===== src/rtl/sisc_route_pkg.sv =====
// Shared constants for the result-routing slice.
// SEL_A / SEL_B : destination select encodings for demux32_buf.in_sel
// DATA_W        : default channel data width
// ROUTE_DEPTH   : default entries per destination FIFO
package sisc_route_pkg;

    localparam logic SEL_A       = 1'b0;
    localparam logic SEL_B       = 1'b1;
    localparam int   DATA_W      = 32;
    localparam int   ROUTE_DEPTH = 2;

endpackage


===== src/rtl/sync_fifo.sv =====
// Single-clock FIFO with registered occupancy and full/empty flags.
// Ports:
//   clk, rst_f        : clock, asynchronous active-low reset
//   wr_en, wr_data    : push request and data (ignored when full)
//   rd_en, rd_data    : pop request (ignored when empty), head entry
//   full, empty       : registered status flags
//   count             : registered occupancy, 0..DEPTH
module sync_fifo
    import sisc_route_pkg::*;
#(
    parameter int WIDTH = DATA_W,
    parameter int DEPTH = ROUTE_DEPTH,
    localparam int CW   = $clog2(DEPTH) + 1,
    localparam int PW   = CW - 1
) (
    input  logic             clk,
    input  logic             rst_f,
    input  logic             wr_en,
    input  logic [WIDTH-1:0] wr_data,
    input  logic             rd_en,
    output logic [WIDTH-1:0] rd_data,
    output logic             full,
    output logic             empty,
    output logic [CW-1:0]    count
);

    logic [WIDTH-1:0] mem_r [DEPTH];
    logic [PW-1:0]    wr_ptr_r;
    logic [PW-1:0]    rd_ptr_r;
    logic [CW-1:0]    count_r;
    logic [CW-1:0]    count_nxt_s;
    logic             full_r;
    logic             empty_r;
    logic             do_wr_s;
    logic             do_rd_s;

    // Qualify requests with the registered flags and compute next occupancy.
    always_comb begin
        do_wr_s     = wr_en && !full_r;
        do_rd_s     = rd_en && !empty_r;
        count_nxt_s = count_r;
        case ({do_wr_s, do_rd_s})
            2'b10:   count_nxt_s = count_r + CW'(1);
            2'b01:   count_nxt_s = count_r - CW'(1);
            default: count_nxt_s = count_r;
        endcase
    end

    // Storage array; cleared on reset so an empty FIFO shows zero data.
    always_ff @(posedge clk or negedge rst_f) begin
        if (!rst_f) begin
            for (int i = 0; i < DEPTH; i++) begin
                mem_r[i] <= '0;
            end
        end else if (do_wr_s) begin
            mem_r[wr_ptr_r] <= wr_data;
        end else begin
            mem_r[wr_ptr_r] <= mem_r[wr_ptr_r];
        end
    end

    // Pointers (wrap naturally since DEPTH is a power of two), count and flags.
    always_ff @(posedge clk or negedge rst_f) begin
        if (!rst_f) begin
            wr_ptr_r <= '0;
            rd_ptr_r <= '0;
            count_r  <= '0;
            full_r   <= 1'b0;
            empty_r  <= 1'b1;
        end else begin
            if (do_wr_s) begin
                wr_ptr_r <= wr_ptr_r + PW'(1);
            end
            if (do_rd_s) begin
                rd_ptr_r <= rd_ptr_r + PW'(1);
            end
            count_r <= count_nxt_s;
            full_r  <= (count_nxt_s == CW'(DEPTH));
            empty_r <= (count_nxt_s == CW'(0));
        end
    end

    assign rd_data = mem_r[rd_ptr_r];
    assign full    = full_r;
    assign empty   = empty_r;
    assign count   = count_r;

endmodule


===== src/rtl/demux32_buf.sv =====
// One-to-two result distributor: routes a producer stream to consumer A
// (in_sel=0, register-file write) or consumer B (in_sel=1, store path),
// each behind its own FIFO so a stalled consumer only blocks its own traffic.
// Ports:
//   clk, rst_f                      : clock, asynchronous active-low reset
//   in_data/in_valid/in_sel/in_ready : producer channel
//   a_data/a_valid/a_ready/a_count  : consumer A channel and FIFO occupancy
//   b_data/b_valid/b_ready/b_count  : consumer B channel and FIFO occupancy
module demux32_buf
    import sisc_route_pkg::*;
#(
    parameter int WIDTH = DATA_W,
    parameter int DEPTH = ROUTE_DEPTH,
    localparam int CW   = $clog2(DEPTH) + 1
) (
    input  logic             clk,
    input  logic             rst_f,
    input  logic [WIDTH-1:0] in_data,
    input  logic             in_valid,
    input  logic             in_sel,
    output logic             in_ready,
    output logic [WIDTH-1:0] a_data,
    output logic             a_valid,
    input  logic             a_ready,
    output logic [CW-1:0]    a_count,
    output logic [WIDTH-1:0] b_data,
    output logic             b_valid,
    input  logic             b_ready,
    output logic [CW-1:0]    b_count
);

    logic a_full_s;
    logic a_empty_s;
    logic b_full_s;
    logic b_empty_s;
    logic in_ready_s;
    logic a_wr_s;
    logic b_wr_s;

    // Ready depends only on in_sel and the registered full flags, never on
    // the consumer readies, so a full FIFO refuses a push even while popping.
    always_comb begin
        in_ready_s = 1'b0;
        a_wr_s     = 1'b0;
        b_wr_s     = 1'b0;
        if (in_sel == SEL_B) begin
            in_ready_s = !b_full_s;
            b_wr_s     = in_valid && !b_full_s;
        end else begin
            in_ready_s = !a_full_s;
            a_wr_s     = in_valid && !a_full_s;
        end
    end

    sync_fifo #(
        .WIDTH (WIDTH),
        .DEPTH (DEPTH)
    ) u_fifo_a (
        .clk     (clk),
        .rst_f   (rst_f),
        .wr_en   (a_wr_s),
        .wr_data (in_data),
        .rd_en   (a_ready),
        .rd_data (a_data),
        .full    (a_full_s),
        .empty   (a_empty_s),
        .count   (a_count)
    );

    sync_fifo #(
        .WIDTH (WIDTH),
        .DEPTH (DEPTH)
    ) u_fifo_b (
        .clk     (clk),
        .rst_f   (rst_f),
        .wr_en   (b_wr_s),
        .wr_data (in_data),
        .rd_en   (b_ready),
        .rd_data (b_data),
        .full    (b_full_s),
        .empty   (b_empty_s),
        .count   (b_count)
    );

    assign in_ready = in_ready_s;
    assign a_valid  = !a_empty_s;
    assign b_valid  = !b_empty_s;

endmodule


===== config.mk =====
export PLATFORM = sky130hd
export DESIGN_NAME = demux32_buf
export DESIGN_NICKNAME = d
export VERILOG_FILES = /design/src/rtl/sisc_route_pkg.sv /design/src/rtl/sync_fifo.sv /design/src/rtl/demux32_buf.sv
export SDC_FILE = /design/constraint.sdc
export NUM_CORES = 1
export LEC_CHECK = 0
export CORE_MARGIN = 2
export CORE_UTILIZATION = 40
export CTS_CLUSTER_SIZE = 14
export DETAILED_ROUTE_END_ITERATION = 10
export HOLD_SLACK_MARGIN = 0.1
export PLACE_DENSITY = 0.73
export SLEW_MARGIN = 40
export SYNTH_ARGS = -nofsm -noshare
export SYNTH_HDL_FRONTEND = slang
export SYNTH_SLANG_ARGS = --single-unit

===== constraint.sdc =====
create_clock -name clk -period 2.4 [get_ports clk]
set_clock_uncertainty 0.1 [all_clocks]
set_input_delay 0.36 -clock clk [delete_from_list [all_inputs] [get_ports clk]]
set_output_delay 0.36 -clock clk [all_outputs]
set_load 0.03 [all_outputs]

==> impl_metrics.xml, run 1 <==
<?xml version="1.0" encoding="UTF-8"?>
<metrics>
  <group name="status">
    <metric name="result_of_the_run" unit="">completed</metric>
  </group>
  <group name="setup_path">
    <metric name="critical_path.startpoint_type" unit="">input pin</metric>
    <metric name="critPathMaxFanout" unit="">4</metric>
    <metric name="timing.reg2reg.setup_slack" unit="ns">0.46</metric>
    <metric name="worstPathArrival" unit="ns">1.83</metric>
    <metric name="timing.critical_path.mode_cell" unit="">sky130_fd_sc_hd__clkdlybuf4s50_1</metric>
    <metric name="timing.rr.start" unit="">u_fifo_a.full$_DFF_PN0_</metric>
    <metric name="critical_path_cell_count" unit="">3</metric>
    <metric name="worst_reg_to_reg_cells" unit="">5</metric>
    <metric name="critical_path.endpoint_type" unit="">primary output</metric>
    <metric name="r2r_end" unit="">u_fifo_a.empty$_DFF_PN1_</metric>
    <metric name="crit_path_cell_trace" unit="">clkdlybuf4s50_1, mux2i_1, clkdlybuf4s50_1</metric>
    <metric name="critPathKind" unit="">in -&gt; out</metric>
    <metric name="critical_path_buf_inv_count" unit="">2</metric>
    <metric name="cp_slowest_cell" unit="">sky130_fd_sc_hd__clkdlybuf4s50_1</metric>
    <metric name="crit_required" unit="ns">1.94</metric>
    <metric name="cpPeakStageDelay" unit="ns">0.69</metric>
    <metric name="crit_family" unit="">buffers and inverters</metric>
    <metric name="timing.critical_path.from" unit="">in_sel</metric>
  </group>
  <group name="floorplan">
    <metric name="effective_utilization_at_floorplan" unit="%">40.6</metric>
    <metric name="die_area" unit="mm²">0.0163</metric>
    <metric name="coreArea" unit="mm²">0.0151</metric>
    <metric name="placement_rows" unit="">45</metric>
    <metric name="height_of_the_die" unit="µm">128</metric>
    <metric name="die-width" unit="µm">128</metric>
    <metric name="design.portCount" unit="">109</metric>
  </group>
  <group name="detailed_routing">
    <metric name="drt-total-wl" unit="µm">12600</metric>
    <metric name="drt-wirelength-per-cell" unit="µm">17.6</metric>
    <metric name="remaining_drc_errors" unit="">0</metric>
    <metric name="drt_iter0_markers" unit="">84</metric>
    <metric name="via_per_instance_ratio" unit="">5.08</metric>
    <metric name="num_vias" unit="">3625</metric>
    <metric name="drtAntennaViolNets" unit="">0</metric>
    <metric name="firstDrtPassIters" unit="">4</metric>
  </group>
  <group name="power">
    <metric name="powerDensity" unit="mW/mm²">1620</metric>
    <metric name="leakage" unit="µW">0.00354</metric>
    <metric name="max-vdd-ir-drop" unit="µV">827</metric>
  </group>
  <group name="clock_tree">
    <metric name="number_of_h_tree_levels" unit="">4</metric>
    <metric name="cts_buffers" unit="">17</metric>
    <metric name="cts_tree" unit="">built</metric>
    <metric name="clk_slew_on_worst_s_h_paths" unit="ns">0.06</metric>
    <metric name="clock_tree.root_cell" unit="">sky130_fd_sc_hd__clkbuf_16</metric>
    <metric name="clockBufferDepth" unit="">2</metric>
    <metric name="worstSkewPairLatency" unit="ns">0.41</metric>
    <metric name="cts_post_setup_buffers_inserted" unit="">0</metric>
    <metric name="numClockSinks" unit="">140</metric>
  </group>
  <group name="final_layout">
    <metric name="final_cell_area" unit="mm²">0.00809</metric>
    <metric name="n_antenna_cell" unit="">0</metric>
    <metric name="area.growth.synth_to_final" unit="%">32.0</metric>
    <metric name="drive_gt1_share" unit="%">35.6</metric>
    <metric name="nets" unit="">553</metric>
    <metric name="final_cells" unit="">714</metric>
  </group>
  <group name="synthesis">
    <metric name="synth.avg_cell_area" unit="µm²">15.5</metric>
    <metric name="synth.yosys.warnings" unit="">0</metric>
    <metric name="mappedNetlistArea" unit="mm²">0.00613</metric>
    <metric name="mappedNetlistNets" unit="">435</metric>
    <metric name="synth_cells" unit="">395</metric>
    <metric name="post_synth_num_cell_types" unit="">23</metric>
    <metric name="ys_ff_latch" unit="">140</metric>
    <metric name="share_of_synthesized_area_occupied_by_flip_flops_and_latches" unit="%">57.2</metric>
  </group>
  <group name="timing">
    <metric name="finalHoldWorstSlack" unit="ns">0.362</metric>
    <metric name="hold_viol" unit="">0</metric>
    <metric name="post-route-period-util" unit="%">95.5</metric>
    <metric name="slew_headroom" unit="%">64.3</metric>
    <metric name="final_critical_path_setup_slack" unit="ns">0.109</metric>
    <metric name="max_freq" unit="GHz">0.437</metric>
    <metric name="post-route-min-period" unit="ns">2.29</metric>
    <metric name="worst_slew_pin_slew" unit="ns">0.536</metric>
    <metric name="final-setup-viol-count" unit="">0</metric>
    <metric name="rsz0062_at_grt" unit="">no</metric>
    <metric name="maxSlewViolCount" unit="">0</metric>
  </group>
  <group name="global_route">
    <metric name="grt_pass1_vias" unit="">3938</metric>
    <metric name="grt_start_max_net_pins" unit="">57</metric>
    <metric name="grt_pass1_wl" unit="µm">20600</metric>
    <metric name="antenna_found_initial" unit="">0</metric>
    <metric name="gr-usage-all-layers" unit="%">16.5</metric>
    <metric name="grt-ovfl-total" unit="">0</metric>
  </group>
  <group name="placed_design">
    <metric name="post-place-ws" unit="ns">-0.00161</metric>
    <metric name="detailedPlacementHpwl" unit="µm">8290</metric>
    <metric name="place_congestion" unit="">0.726</metric>
    <metric name="numPlacedInstances" unit="">681</metric>
    <metric name="port_buffers" unit="">108</metric>
    <metric name="postPlaceCellArea" unit="mm²">0.00752</metric>
  </group>
  <group name="hold_path">
    <metric name="worst_hold_path_type" unit="">in -&gt; async</metric>
  </group>
  <group name="job">
    <metric name="reported_max_cap_violation_count" unit="">0</metric>
  </group>
</metrics>
-- per-layer routing --
layer / wire length [µm] / GRT usage (%) / vias up
li1: - / - / 1643
met1: 5670 / 20.9 / 1880
met2: 6180 / 27.0 / 85
met3: 526 / 4.59 / 17
met4: 212 / 6.21 / 0
met5: 0 / 0 / -
-- cells by family (layout without fill, tap and decap cells) --
kind of cell / count (synthesis) / after routing / share of synthesized area, %
adder cells (fa/ha/maj): 2 / 2 / 0.408
AND/OR/NAND/NOR: 16 / 16 / 1.86
multiplexers: 193 / 193 / 35.5
XOR/XNOR: 12 / 12 / 1.72
buffers and inverters: 28 / 159 / 2.86
AO/OA/AOI/OAI: 4 / 4 / 0.490
flip-flops: 140 / 140 / 57.2
-- metrics by stage --
| step | utilization [%] | total power, µW | TNS, ns |
|---|---|---|---|
| after floorplan | - | 8470 | 0 |
| after global placement | 49.8 | 10800 | 0 |
| after detailed placement | 49.8 | 11000 | -0.00161 |
| after CTS | 53.6 | 13300 | 0 |
| after global routing | 53.6 | 13800 | 0 |
| final | 53.6 | 13100 | 0 |
-- Yosys cell counts, drive strengths merged --
library cell	n	share of area, %
nand2	6	0.37
nand4b	1	0.14
mux2i	1	0.16
nand3b	1	0.12
xnor2	6	0.86
o22ai	2	0.20
or3b	1	0.14
mux2	192	35
nor2b	2	0.20
inv	5	0.31
clkbuf	5	0.31
a31o	2	0.29
buf	18	2.2
xor2	6	0.86
nor2	3	0.71
dfrtp	138	56
dfstp	2	0.86
nor3	2	0.16
ha	2	0.41
-- timing repair --
action / CTS / global route
resized for setup: 63 / 0
hold endpoints to repair: 52 / 0
setup endpoints to repair: 63 / 0
hold buffers: 1 / 0
-- placed cells by master (no fill, tap or decap), drive strengths merged, types with 3 or more instances in the layout --
| master | Yosys | routed |
|---|---|---|
| clkinv | 0 | 3 |
| nand2 | 6 | 6 |
| dlygate4sd2 | 0 | 63 |
| buf | 18 | 15 |
| xnor2 | 6 | 6 |
| dfrtp | 138 | 138 |
| clkbuf | 5 | 21 |
| clkdlybuf4s50 | 0 | 43 |
| mux2 | 192 | 192 |
| xor2 | 6 | 6 |
| clkinvlp | 0 | 4 |
| nor2 | 3 | 3 |
| bufinv | 0 | 4 |
| inv | 5 | 5 |
-- sequential cells by signal, indices dropped and copies added (netlist names) --
register           cells
u_fifo_b.rd_ptr_r      1
u_fifo_a.count         2
u_fifo_b.empty         1
u_fifo_b.wr_ptr_r      1
u_fifo_a.wr_ptr_r      1
u_fifo_a.mem_r        64
u_fifo_b.mem_r        64
u_fifo_a.empty         1
u_fifo_b.count         2
u_fifo_a.rd_ptr_r      1
u_fifo_a.full          1
u_fifo_b.full          1
-- how the worst max path moves through the flow --
stage,to,slack [ns]
after floorplan,b_data[12],0.64
after detailed placement,u_fifo_a.empty$_DFF_PN1_,-0.002
final,in_ready,0.11
after CTS,a_data[19],0.08
after global routing,a_data[13],0.07
after global placement,u_fifo_a.empty$_DFF_PN1_,0.04
-- area by class of cell --
type                    count  area [µm²]
clock buffers              21         470
clock inverters            11         165
fillers                  1239        7000
inverters                   5        18.8
multi-input cells         227        2450
flip-flops and latches    140        3510
well taps                 188         235
repair buffers            122        1230
-- power breakdown --
part / internal (µW) / total, µW / switching [µW]
clock: 1810 / 2780 / 970
sequential: 3580 / 4210 / 631
combinational: 2770 / 6120 / 3350
(Power assumes the default switching activity.)
==> inputs of run 2 (changes only) <==
- CORE_UTILIZATION: 40 -> 53
- PLACE_DENSITY: 0.73 -> 0.9
==> run 2 against run 1 <==
Compared with the run above: non-clock buffer count is the same; first-iteration DRC count is 67% higher; sequential cell count is the same; sequential share of layout area rose by 0.30 points; total power grew 0.95%; utilization grew 17 points; final area shrank 0.71%; global-route usage rose by 5.7 points; maximum frequency grew 1.3%; die area decreased by 24%; highest routed layer unchanged; cell count shrank 6.3%; clock power fell by 1%.
==> impl_metrics.xml, run 2 (synthesis results as in run 1) <==
<?xml version="1.0" encoding="UTF-8"?>
<metrics>
  <group name="final_layout">
    <metric name="final_cells" unit="">669</metric>
    <metric name="nets" unit="">553</metric>
    <metric name="drive_gt1_share" unit="%">35.6</metric>
    <metric name="post_route_utilization" unit="%">70.6</metric>
    <metric name="layout_commonest_cell" unit="">sky130_fd_sc_hd__dfrtp_1</metric>
    <metric name="n_antenna_cell" unit="">0</metric>
    <metric name="top_regs" unit="">u_fifo_a.mem_r x64, u_fifo_b.mem_r x64</metric>
    <metric name="area.growth.synth_to_final" unit="%">31.0</metric>
    <metric name="mostFrequentLayoutCells" unit="">sky130_fd_sc_hd__dfrtp_1 (137), sky130_fd_sc_hd__mux2_2 (132), sky130_fd_sc_hd__dlygate4sd2_1 (61)</metric>
  </group>
  <group name="floorplan">
    <metric name="design.portCount" unit="">109</metric>
    <metric name="die-width" unit="µm">112</metric>
    <metric name="height_of_the_die" unit="µm">112</metric>
    <metric name="placement_rows" unit="">39</metric>
    <metric name="coreArea" unit="mm²">0.0114</metric>
    <metric name="die_area" unit="mm²">0.0124</metric>
    <metric name="effective_utilization_at_floorplan" unit="%">53.9</metric>
  </group>
  <group name="power">
    <metric name="design_power_total" unit="µW">13200</metric>
    <metric name="leakage" unit="µW">0.00355</metric>
    <metric name="powerDensity" unit="mW/mm²">1650</metric>
    <metric name="max-vdd-ir-drop" unit="µV">877</metric>
  </group>
  <group name="detailed_routing">
    <metric name="num_vias" unit="">3633</metric>
    <metric name="firstDrtPassIters" unit="">4</metric>
    <metric name="drtAntennaViolNets" unit="">0</metric>
    <metric name="drt_iter0_markers" unit="">140</metric>
    <metric name="drt-wirelength-per-cell" unit="µm">19.6</metric>
    <metric name="via_per_instance_ratio" unit="">5.43</metric>
    <metric name="remaining_drc_errors" unit="">0</metric>
    <metric name="drt-total-wl" unit="µm">13100</metric>
  </group>
  <group name="timing">
    <metric name="rsz0062_at_grt" unit="">no</metric>
    <metric name="worst_slew_pin_slew" unit="ns">0.460</metric>
    <metric name="final_critical_path_setup_slack" unit="ns">0.139</metric>
    <metric name="max_freq" unit="GHz">0.442</metric>
    <metric name="final-setup-viol-count" unit="">0</metric>
    <metric name="slew_headroom" unit="%">69.3</metric>
    <metric name="post-route-period-util" unit="%">94.2</metric>
    <metric name="totalNegativeSetupSlack" unit="ns">0</metric>
    <metric name="hold_viol" unit="">0</metric>
    <metric name="maxSlewViolCount" unit="">0</metric>
    <metric name="post-route-min-period" unit="ns">2.26</metric>
  </group>
  <group name="clock_tree">
    <metric name="cts_post_setup_buffers_inserted" unit="">0</metric>
    <metric name="cts_buffers" unit="">17</metric>
    <metric name="cts_tree" unit="">built</metric>
    <metric name="worstSkewPairLatency" unit="ns">0.41</metric>
    <metric name="numClockSinks" unit="">140</metric>
    <metric name="clockBufferDepth" unit="">2</metric>
    <metric name="clk_slew_on_worst_s_h_paths" unit="ns">0.05</metric>
    <metric name="number_of_h_tree_levels" unit="">4</metric>
    <metric name="clock_tree.root_cell" unit="">sky130_fd_sc_hd__clkbuf_16</metric>
  </group>
  <group name="placed_design">
    <metric name="numPlacedInstances" unit="">636</metric>
    <metric name="post-place-ws" unit="ns">-0.0788</metric>
    <metric name="place_congestion" unit="">0.733</metric>
    <metric name="detailedPlacementHpwl" unit="µm">8410</metric>
    <metric name="port_buffers" unit="">108</metric>
  </group>
  <group name="global_route">
    <metric name="grt.met2_usage" unit="%">37.8</metric>
    <metric name="global_route.usage.met3" unit="%">6.10</metric>
    <metric name="grt_pass1_wl" unit="µm">21600</metric>
    <metric name="globalRoute.busiestLayer" unit="">met2</metric>
    <metric name="globalRouteMet1Util" unit="%">27.5</metric>
    <metric name="grt_start_max_net_pins" unit="">83</metric>
    <metric name="grt_pass1_vias" unit="">4177</metric>
    <metric name="gr-usage-all-layers" unit="%">22.2</metric>
    <metric name="grt-ovfl-total" unit="">0</metric>
    <metric name="antenna_found_initial" unit="">0</metric>
  </group>
  <group name="setup_path">
    <metric name="critical_path.endpoint_type" unit="">primary output</metric>
    <metric name="critPathKind" unit="">in -&gt; out</metric>
    <metric name="crit_required" unit="ns">1.94</metric>
    <metric name="timing.rr.start" unit="">u_fifo_a.full$_DFF_PN0_</metric>
    <metric name="worstPathArrival" unit="ns">1.80</metric>
    <metric name="timing.critical_path.from" unit="">in_sel</metric>
    <metric name="critical_path.startpoint_type" unit="">input pin</metric>
    <metric name="critPathMaxFanout" unit="">4</metric>
  </group>
  <group name="job">
    <metric name="reported_max_cap_violation_count" unit="">0</metric>
  </group>
  <group name="hold_path">
    <metric name="worst_hold_path_type" unit="">in -&gt; async</metric>
  </group>
  <group name="status">
    <metric name="result_of_the_run" unit="">completed</metric>
  </group>
</metrics>
[run 2: area by class of cell]
class	count	area [µm²]
flip-flops and latches	140	3510
well taps	143	179
repair buffers	122	1240
inverters	5	18.8
multi-input cells	227	2450
clock buffers	21	460
fillers	772	3340
clock inverters	11	165
[run 2: per-stage QoR]
stage | cell area [µm²] | hold WS [ns]
after floorplan | 6130 | -0.0356
after global placement | 7470 | 0.127
after detailed placement | 7470 | 0.134
after CTS | 8030 | 0.264
after global routing | 8030 | 0.298
final | 8030 | 0.283
[run 2: routing by layer]
| layer | vias up | part of all wire (%) |
|---|---|---|
| met3 | 15 | 5.5 |
| li1 | 1643 | - |
| met4 | 0 | 1.5 |
| met5 | - | 0 |
| met1 | 1876 | 42 |
| met2 | 99 | 51 |
[run 2: worst paths after layout]
kind / end / slack (ns) / depth (start not counted)
max: in_ready / 0.14 / 3
min: u_fifo_b.mem_r[58]$_DFFE_PN0N_ / 0.28 / 2
max reg2reg: u_fifo_a.empty$_DFF_PN1_ / 0.29 / 5
min reg2reg: u_fifo_a.mem_r[11]$_DFFE_PN0P_ / 0.38 / 1
max in group asynchronous: u_fifo_a.empty$_DFF_PN1_ / 1.19 / 3
min in group clk: u_fifo_a.mem_r[11]$_DFFE_PN0P_ / 0.38 / 1
[run 2: critical path, cell delays in order]
cell and delay (ns):
sky130_fd_sc_hd__clkdlybuf4s50_1 0.54, sky130_fd_sc_hd__mux2i_1 0.21, sky130_fd_sc_hd__clkdlybuf4s50_1 0.69
[run 2: power breakdown]
group / switching, µW / internal (µW) / total, µW / leakage, µW
Clock: 949 / 1790 / 2740 / 0.000307
Combinational: 3400 / 2840 / 6240 / 0.00158
Sequential: 687 / 3580 / 4260 / 0.00166
Total: 5030 / 8210 / 13200 / 0.00355
[run 2: what timing repair did]
| item | 4_1_cts | 5_1_grt |
|---|---|---|
| endpoints found under the setup margin | 61 | 0 |
| hold endpoints to repair | 32 | 0 |
| gates resized for setup | 61 | 0 |
| hold buffers | 1 | 0 |
